**src/rtl/display_scan_ctrl.sv**
```systemverilog
// display_scan_ctrl
//   Time-multiplexed scan controller that shares one BCD-to-7-segment decoder
//   across NUM_DIGITS common-anode digits. The block drives one digit at a time
//   for PRESCALE cycles. An optional gap of GHOST_CYCLES blank cycles can be
//   inserted between digits. Display data is double-buffered and is applied only
//   at frame boundaries. Leading-zero suppression is optional. 4'hF is the blank
//   code; the decoder turns all segments off for codes 10-15.
//
// Ports
//   clk        : system clock, rising edge
//   rst_n      : asynchronous active-low reset
//   enable     : scan enable; low keeps the display dark
//   load       : one-cycle strobe; captures digits_in into the shadow register
//   digits_in  : packed BCD, digit i at [4i+3:4i]; digit 0 is least significant
//   lz_en      : leading-zero suppression enable
//   bcd_out    : registered code to the 7-segment decoder
//   anode_n    : registered active-low digit enables; at most one bit is low
//   frame_done : one-cycle pulse on the first cycle of the next frame

module display_scan_ctrl #(
  parameter int NUM_DIGITS   = 4,
  parameter int PRESCALE     = 50000,
  parameter int GHOST_CYCLES = 500
) (
  input  logic                    clk,
  input  logic                    rst_n,
  input  logic                    enable,
  input  logic                    load,
  input  logic [4*NUM_DIGITS-1:0] digits_in,
  input  logic                    lz_en,
  output logic [3:0]              bcd_out,
  output logic [NUM_DIGITS-1:0]   anode_n,
  output logic                    frame_done
);

  localparam int IDX_W = (NUM_DIGITS   > 1) ? $clog2(NUM_DIGITS)   : 1;
  localparam int PRE_W = (PRESCALE     > 1) ? $clog2(PRESCALE)     : 1;
  localparam int GH_W  = (GHOST_CYCLES > 1) ? $clog2(GHOST_CYCLES) : 1;

  localparam logic [IDX_W-1:0] IDX_LAST = IDX_W'(NUM_DIGITS - 1);
  localparam logic [PRE_W-1:0] PRE_LAST = PRE_W'(PRESCALE - 1);
  localparam logic [GH_W-1:0]  GH_LAST  = GH_W'((GHOST_CYCLES > 0) ? GHOST_CYCLES - 1 : 0);

  localparam logic [1:0] S_IDLE  = 2'd0;
  localparam logic [1:0] S_DRIVE = 2'd1;
  localparam logic [1:0] S_GHOST = 2'd2;

  localparam logic [3:0] BLANK = 4'hF;

  logic [1:0]              r_state;
  logic [IDX_W-1:0]        r_idx;
  logic [PRE_W-1:0]        r_pre;
  logic [GH_W-1:0]         r_ghost;
  logic [4*NUM_DIGITS-1:0] r_active;
  logic [4*NUM_DIGITS-1:0] r_shadow;
  logic                    r_pending;
  logic [3:0]              r_bcd;
  logic [NUM_DIGITS-1:0]   r_anode_n;
  logic                    r_frame_done;

  logic [1:0]              w_state_nxt;
  logic [IDX_W-1:0]        w_idx_nxt;
  logic [PRE_W-1:0]        w_pre_nxt;
  logic [GH_W-1:0]         w_ghost_nxt;
  logic                    w_advance;
  logic                    w_apply;
  logic                    w_frame_nxt;
  logic [4*NUM_DIGITS-1:0] w_active_nxt;
  logic [4*NUM_DIGITS-1:0] w_shadow_nxt;
  logic                    w_pending_nxt;
  logic [3:0]              w_digit [NUM_DIGITS];
  logic [NUM_DIGITS-1:0]   w_blank;
  logic                    w_zero_run;
  logic [3:0]              w_bcd_nxt;
  logic [NUM_DIGITS-1:0]   w_anode_nxt;

  assign bcd_out    = r_bcd;
  assign anode_n    = r_anode_n;
  assign frame_done = r_frame_done;

  // Scan sequencing
  always_comb begin
    w_state_nxt = r_state;
    w_idx_nxt   = r_idx;
    w_pre_nxt   = r_pre;
    w_ghost_nxt = r_ghost;
    w_advance   = 1'b0;
    w_apply     = 1'b0;
    w_frame_nxt = 1'b0;

    case (r_state)
      S_IDLE: begin
        if (enable) begin
          w_state_nxt = S_DRIVE;
          w_idx_nxt   = '0;
          w_pre_nxt   = '0;
          w_apply     = 1'b1;
        end
      end
      S_DRIVE: begin
        if (!enable) begin
          w_state_nxt = S_IDLE;
          w_idx_nxt   = '0;
          w_pre_nxt   = '0;
          w_ghost_nxt = '0;
        end else if (r_pre == PRE_LAST) begin
          w_pre_nxt = '0;
          if (GHOST_CYCLES > 0) begin
            w_state_nxt = S_GHOST;
            w_ghost_nxt = '0;
          end else begin
            w_advance = 1'b1;
          end
        end else begin
          w_pre_nxt = r_pre + 1'b1;
        end
      end
      S_GHOST: begin
        if (!enable) begin
          w_state_nxt = S_IDLE;
          w_idx_nxt   = '0;
          w_pre_nxt   = '0;
          w_ghost_nxt = '0;
        end else if (r_ghost == GH_LAST) begin
          w_ghost_nxt = '0;
          w_advance   = 1'b1;
        end else begin
          w_ghost_nxt = r_ghost + 1'b1;
        end
      end
      default: begin
        w_state_nxt = S_IDLE;
        w_idx_nxt   = '0;
        w_pre_nxt   = '0;
        w_ghost_nxt = '0;
      end
    endcase

    // Wrapping past the last digit is the frame boundary.
    if (w_advance) begin
      w_state_nxt = S_DRIVE;
      if (r_idx == IDX_LAST) begin
        w_idx_nxt   = '0;
        w_frame_nxt = 1'b1;
        w_apply     = 1'b1;
      end else begin
        w_idx_nxt = r_idx + 1'b1;
      end
    end
  end

  // Double buffering. A load that coincides with an apply point bypasses the
  // shadow, so the new frame shows the new value right away.
  always_comb begin
    w_active_nxt  = r_active;
    w_shadow_nxt  = r_shadow;
    w_pending_nxt = r_pending;
    if (w_apply) begin
      if (load) begin
        w_active_nxt  = digits_in;
        w_shadow_nxt  = digits_in;
        w_pending_nxt = 1'b0;
      end else if (r_pending) begin
        w_active_nxt  = r_shadow;
        w_pending_nxt = 1'b0;
      end
    end else if (load) begin
      w_shadow_nxt  = digits_in;
      w_pending_nxt = 1'b1;
    end
  end

  // Digit values and leading-zero blanking. The scan runs from the most
  // significant digit downwards. A digit is blanked only while every digit
  // from that position up to the top is zero. Digit 0 is never blanked.
  always_comb begin
    w_blank    = '0;
    w_zero_run = 1'b1;
    for (int unsigned k = 0; k < NUM_DIGITS; k++) begin
      w_digit[k] = w_active_nxt[4*k +: 4];
    end
    for (int unsigned k = 0; k < NUM_DIGITS; k++) begin
      w_zero_run = w_zero_run & (w_digit[NUM_DIGITS-1-k] == 4'h0);
      w_blank[NUM_DIGITS-1-k] = lz_en & w_zero_run & ((NUM_DIGITS-1-k) != 0);
    end
  end

  // Output values for the next cycle. They are dark unless the next state is DRIVE.
  always_comb begin
    w_bcd_nxt   = BLANK;
    w_anode_nxt = '1;
    if (w_state_nxt == S_DRIVE) begin
      w_bcd_nxt              = w_blank[w_idx_nxt] ? BLANK : w_digit[w_idx_nxt];
      w_anode_nxt[w_idx_nxt] = 1'b0;
    end
  end

  always_ff @(posedge clk or negedge rst_n) begin
    if (!rst_n) begin
      r_state      <= S_IDLE;
      r_idx        <= '0;
      r_pre        <= '0;
      r_ghost      <= '0;
      r_active     <= '0;
      r_shadow     <= '0;
      r_pending    <= 1'b0;
      r_bcd        <= BLANK;
      r_anode_n    <= '1;
      r_frame_done <= 1'b0;
    end else begin
      r_state      <= w_state_nxt;
      r_idx        <= w_idx_nxt;
      r_pre        <= w_pre_nxt;
      r_ghost      <= w_ghost_nxt;
      r_active     <= w_active_nxt;
      r_shadow     <= w_shadow_nxt;
      r_pending    <= w_pending_nxt;
      r_bcd        <= w_bcd_nxt;
      r_anode_n    <= w_anode_nxt;
      r_frame_done <= w_frame_nxt;
    end
  end

endmodule
```
**config.mk**
```make
export PLATFORM = sky130hd
export DESIGN_NAME = display_scan_ctrl
export DESIGN_NICKNAME = d
export VERILOG_FILES = /design/src/rtl/display_scan_ctrl.sv
export SDC_FILE = /design/constraint.sdc
export NUM_CORES = 1
export LEC_CHECK = 0
export BUFFER_PORTS_ARGS = -buffer_cell sky130_fd_sc_hd__buf_2
export CAP_MARGIN = 15
export CORE_MARGIN = 10
export CORE_UTILIZATION = 35
export CTS_CLUSTER_SIZE = 12
export DETAILED_ROUTE_END_ITERATION = 7
export HOLD_SLACK_MARGIN = 0.03
export PLACE_DENSITY = 0.51
export SYNTH_ARGS = -nofsm -noshare
export SYNTH_HDL_FRONTEND = slang
export SYNTH_SLANG_ARGS = --single-unit
```
**constraint.sdc**
```tcl
create_clock -name clk -period 3.4 [get_ports clk]
set_input_delay 0.68 -clock clk [delete_from_list [all_inputs] [get_ports clk]]
set_output_delay 0.68 -clock clk [all_outputs]
set_load 0.02 [all_outputs]
```
==> summary.txt, run 1 <==
Placer Congestion = 0.824
Worst Skew = 0.00777 ns
Dpl hpwl = 5000 um
WL per Instance = 14.3 um
Rel. slew slack = 43.7%
Pin slew with the least headroom to its limit = 0.845 ns
Yosys reg bits = 71
P&R area growth vs syn = 14.1%
Row count = 36
Die Ht = 119 um
Reg2Reg Depth = 8
Syn_nets = 335
Critical path's largest stage delay = 0.42 ns
Leak pwr = 1.73 nW
Slowest cell on the critical path = dfrtp_1
Post-synth EDFFs = 0
Share of layout cells above drive strength 1 = 26.9%
Cells after Synth = 307
Clock tree sinks = 71
Final setup fails = 0
Post-Layout Inst Area = 0.00390 mm^2
Syn avg cell area = 11.1 um^2
Vias per inst = 4.82
CP cell instances = ha_1, nand4bb_4, o31ai_4, o21a_4, mux2i_1, o2111ai_2, a211oi_2, or4_1
CTS tree = done
Netlist cell types = 46
Part of the cycle the worst path needs = 80.5%
First-pass GRT wire length = 12000 um
Vias in the first global route = 2359
Antenna diodes = 0
WL final = 6890 um
PwrDens = 587 mW/mm^2
Total track usage = 10.3%
Worst-Skew Late Latency = 0.35 ns
Tmin final = 2.74 ns
Worst VDD drop = 0.187 mV
1st-iter DRT viols = 168
Post-route ant nets = 0
F_max = 365 MHz
Synth Warn # = 0
Post-Syn Area = 0.00342 mm^2
Starting Density = 35.4%
Clock buffer depth = 2
Critical setup path kind = register to register
Number of H-tree levels = 3
Setup_tns = 0 ns
Worst EP arrival = 3.03 ns
Hold_ws = 0.341 ns
Setup bufs post-CTS = 0
Resize count post-CTS = 0
DR vias = 2322
DRT Pass-1 Iters = 4
Nature of the critical path startpoint = register
DRC Markers = 0
Critical Path RT = 3.70 ns
Clk slew on worst S/H paths = 0.08 ns
Largest net degree at the start of global routing = 28
Core area = 0.00964 mm^2
Num CTS Buffers = 9
Hold Crit Class = input pin to async pin
Tot Pwr = 2.29 mW
Grt total ovfl = 0
Sequential share of the synthesized area = 52.3%
Final Hold Fails = 0
Root buffer cell = clkbuf_8
IO buf count = 29
Die ar. = 0.0141 mm^2
Hold buffer count at CTS = 0
Nets = 372
Max Transition Viols Final = 0
Largest fanout on the critical path = 20
Status = complete, no violations
Most used DFF post-synth = dfrtp_1
Top Ports = 30
Post-placement cell area = 0.00372 mm^2
Max cap viols = 0
Die Width = 119 um
Initial antenna violation count = 0
Ys async rst share = 100%
RSZ-0062 raised after global routing = no
CP Capture Type = register
[cell usage in the layout, fill, tap and decap left out, types with 3 or more instances in the layout]
master    instances
a211o_1           3
a21oi_1           8
o21ai_0          13
buf_4             5
nor2_1           29
xor2_1            9
mux2i_1           6
mux2_1            8
nor3b_1           3
mux2_2           23
xnor2_1           5
dfrtp_1          63
nand2b_1          4
dfstp_2           8
ha_1              7
nand3_1          15
nand2_1          41
inv_1             7
clkbuf_8         10
buf_2            29
nor4_1            6
nand4_1           4
and3_1            5
nor3_1            3
[synth_stat cells (3+ instances only)]
| master | n | share of area (%) |
|---|---|---|
| nor4_1 | 6 | 1.1 |
| mux2_2 | 23 | 7.6 |
| nand2_1 | 41 | 4.5 |
| nand2b_1 | 4 | 0.73 |
| dfrtp_1 | 63 | 46 |
| nor3_1 | 3 | 0.44 |
| nor3b_1 | 3 | 0.66 |
| ha_1 | 7 | 2.6 |
| buf_2 | 3 | 0.44 |
| xor2_1 | 9 | 2.3 |
| nand3_1 | 15 | 2.2 |
| dfstp_2 | 8 | 6.2 |
| inv_1 | 7 | 0.77 |
| a21oi_1 | 8 | 1.2 |
| nand4_1 | 4 | 0.73 |
| mux2i_1 | 6 | 1.8 |
| xnor2_1 | 5 | 1.3 |
| nor2_1 | 29 | 3.2 |
| and3_1 | 5 | 0.92 |
| clkbuf_1 | 3 | 0.33 |
| mux2_1 | 8 | 2.6 |
| o21ai_0 | 13 | 1.9 |
| a211o_1 | 3 | 0.77 |
[layer usage]
layer	share of wire (%)	vias to the layer above	global-route usage, %	wire [um]
li1	-	1150	-	-
met1	53	1131	14.4	3650
met2	42	31	14.6	2870
met3	3.5	10	3.00	243
met4	1.7	0	3.89	119
met5	0	-	0	0
[where the power goes]
part	total, mW	switching [mW]	internal (mW)
Combinational	0.584	0.354	0.231
Clock	0.624	0.337	0.287
Sequential	1.08	0.0659	1.01
Total	2.29	0.756	1.53
[critical path, delay by kind of cell, from the launching register on]
family          cells  cell delay (ns)
simple gates        2             0.36
mux                 1             0.36
compound gates      4             1.25
flops               1             0.42
fa+ha+maj           1             0.30
[state kept, by name, summed over array words and instances (netlist names)]
register    count
r_idx           2
anode_n         4
r_shadow       16
r_pre          16
r_state         2
r_ghost         9
r_pending       1
frame_done      1
bcd_out         4
r_active       16
[kinds of logic after synthesis]
kind of cell	synth area share, %
compound gates	7.62
buf+inv	2.42
flops	52.3
mux	12.8
xor+xnor	3.59
fa+ha+maj	2.56
simple gates	18.7
[worst paths after layout]
path                                              from                     to  slack, ns
worst max-delay path            r_ghost[0]$_DFFE_PN0P_   bcd_out[3]$_DFF_PN1_       0.66
worst min-delay path                             rst_n  r_pre[14]$_DFFE_PN0P_       0.34
worst max register to register  r_ghost[0]$_DFFE_PN0P_   bcd_out[3]$_DFF_PN1_       0.66
worst min register to register   r_active[0]$_DFF_PN0_  r_active[0]$_DFF_PN0_       0.49
max in group asynchronous                        rst_n   bcd_out[2]$_DFF_PN1_       2.27
min in group clk                 r_active[0]$_DFF_PN0_  r_active[0]$_DFF_PN0_       0.49
[area by class of cell]
class / count / area [um^2]
repair buffers: 34 / 183
clock inverters: 6 / 43.8
multi-input cells: 219 / 1550
flip-flops and latches: 71 / 1790
well taps: 133 / 166
clock buffers: 10 / 138
fillers: 993 / 5740
inverters: 9 / 33.8
[through the flow]
stage / utilization, % / std cells / setup WS [ns]
2_1_floorplan: - / 307 / 0.759
3_3_place_gp: 38.6 / 466 / 0.643
3_5_place_dp: 38.6 / 466 / 0.589
4_1_cts: 40.4 / 482 / 0.649
5_1_grt: 40.4 / 482 / 0.461
6_report: 40.4 / 482 / 0.661
Power figures use the tool's default switching activity.
==> run 2: changes to the inputs <==
Clock period 3.4 ns to 2.6 ns, I/O delays scaled along.
==> run 2 against run 1 <==
Effect of this change:
- combinational power is 47% higher
- clock power up 37%
- total power increased by 37%
- global-route usage barely moved
- via count grew 2.0%
- core utilization increased by 1.5 points
- routed wire length is 2.6% higher
- cell area is 3.8% higher
- flip-flop and latch count is the same
- largest cell class unchanged
- non-clock buffer count rose by 13
==> summary.txt, run 2 (same netlist as run 1, synthesis figures left out) <==
Part of the cycle the worst path needs = 95.6%
Tmin final = 2.48 ns
Max Transition Viols Final = 0
Die ar. = 0.0141 mm^2
R2R setup slack = 0.12 ns
Clock buffer depth = 2
PwrDens = 772 mW/mm^2
Post-route ant nets = 0
Status = complete, no violations
DRT Pass-1 Iters = 4
CTS tree = done
Clock tree sinks = 71
Placer Congestion = 0.770
Critical Path RT = 2.86 ns
Initial antenna violation count = 0
Antenna diodes = 0
IO buf count = 29
Worst Skew = 0.00985 ns
Hold buffer count at CTS = 0
RSZ-0062 raised after global routing = no
P&R area growth vs syn = 18.5%
Fillers = 963
Rel. slew slack = 67.9%
Starting Density = 35.4%
Hold Crit Class = input pin to async pin
Worst-Skew Late Latency = 0.34 ns
Final Hold Fails = 0
Nets = 386
First-pass GRT wire length = 12100 um
Clk slew on worst S/H paths = 0.08 ns
Final setup fails = 0
Largest net degree at the start of global routing = 54
Met1 usage = 13.8%
Die Width = 119 um
Crit path from = r_state[0]$_DFF_PN0_
Dpl hpwl = 5080 um
Reg2reg start = r_state[0]$_DFF_PN0_
Max cap viols = 0
Nature of the critical path startpoint = register
F_max = 402 MHz
Number of H-tree levels = 3
Largest fanout on the critical path = 6
CP Capture Type = register
WL per Instance = 14.2 um
DRC Markers = 0
Met3 usage = 2.62%
Root buffer cell = clkbuf_8
Top Registers = r_active x16, r_pre x16, r_shadow x16
Most frequent cells in the layout = dfrtp_1 (63), nand2_1 (41), nor2_1 (29), buf_2 (29), mux2_2 (23)
Top Ports = 30
DR vias = 2368
Vias in the first global route = 2462
Setup_tns = 0 ns
End of the worst register-to-register path = bcd_out[3]$_DFF_PN1_
Critical setup path kind = register to register
Layer with the highest usage = met2
Die Ht = 119 um
Pin slew with the least headroom to its limit = 0.481 ns
Worst EP arrival = 2.75 ns
Row count = 36
Grt total ovfl = 0
Leak pwr = 1.80 nW
Worst VDD drop = 0.268 mV
Vias per inst = 4.77
Hold_ws = 0.133 ns
WL final = 7060 um
Total track usage = 10.3%
Reg2Reg Depth = 8
Num CTS Buffers = 9
Most common cell after layout, fill and taps aside = dfrtp_1
Global-route track usage on met2 = 15.4%
Core area = 0.00964 mm^2
1st-iter DRT viols = 109
Share of layout cells above drive strength 1 = 30.3%
[run 2: worst max path at each step]
stage / cells past startpoint / slack (ns) / end
2_1_floorplan: 8 / 0.12 / bcd_out[3]$_DFF_PN1_
3_3_place_gp: 8 / 0.08 / bcd_out[3]$_DFF_PN1_
3_5_place_dp: 8 / 0.05 / bcd_out[3]$_DFF_PN1_
4_1_cts: 8 / 0.04 / bcd_out[3]$_DFF_PN1_
5_1_grt: 9 / 0.003 / bcd_out[3]$_DFF_PN1_
6_report: 8 / 0.12 / bcd_out[3]$_DFF_PN1_
[run 2: area by class of cell]
class	instances	area, um^2	share of cell area (%)
Multi-Input combinational cell	220	1570	38.9
Inverter	9	33.8	0.835
Tap cell	133	166	4.11
Sequential cell	71	1790	44.1
Timing Repair Buffer	47	297	7.33
Clock inverter	6	62.6	1.55
Clock buffer	10	128	3.15
[run 2: layer usage]
| metal | vias up | wire length, um |
|---|---|---|
| li1 | 1179 | - |
| met1 | 1156 | 3620 |
| met2 | 26 | 3200 |
| met3 | 7 | 149 |
| met4 | 0 | 97 |
| met5 | - | 0 |
[run 2: repair_timing]
item / 4_1_cts / 5_1_grt
setup buffers: 0 / 3
resized for setup: 0 / 5
setup endpoints to repair: 0 / 4
hold endpoints to repair: 0 / 0
[run 2: report_power, final]
group          internal [mW]  switching [mW]
combinational          0.366           0.493
clock                  0.442           0.412
sequential              1.33          0.0853
total                   2.13           0.991
[run 2: per-stage QoR]
| stage | power (mW) | setup slack, ns | instance area (um^2) | cells | util [%] |
|---|---|---|---|---|---|
| finish | 3.13 | 0.115 | 4050 | 496 | 42.0 |
| global placement | 2.26 | 0.0822 | 3800 | 476 | 39.5 |
| detailed placement | 2.26 | 0.0468 | 3800 | 476 | 39.5 |
| CTS | 3.14 | 0.0422 | 4000 | 492 | 41.4 |
| floorplan | 1.99 | 0.119 | 3420 | 307 | - |
| global route | 3.33 | 0.00259 | 4050 | 496 | 42.0 |
[run 2: worst max-delay path, stage by stage, from the launching register on]
cell,delay (ns)
dfrtp_1,0.42
inv_2,0.11
ha_4,0.16
nand3_2,0.10
o31ai_4,0.32
o21a_4,0.22
mux2_1,0.39
a22o_1,0.22
or4_1,0.47
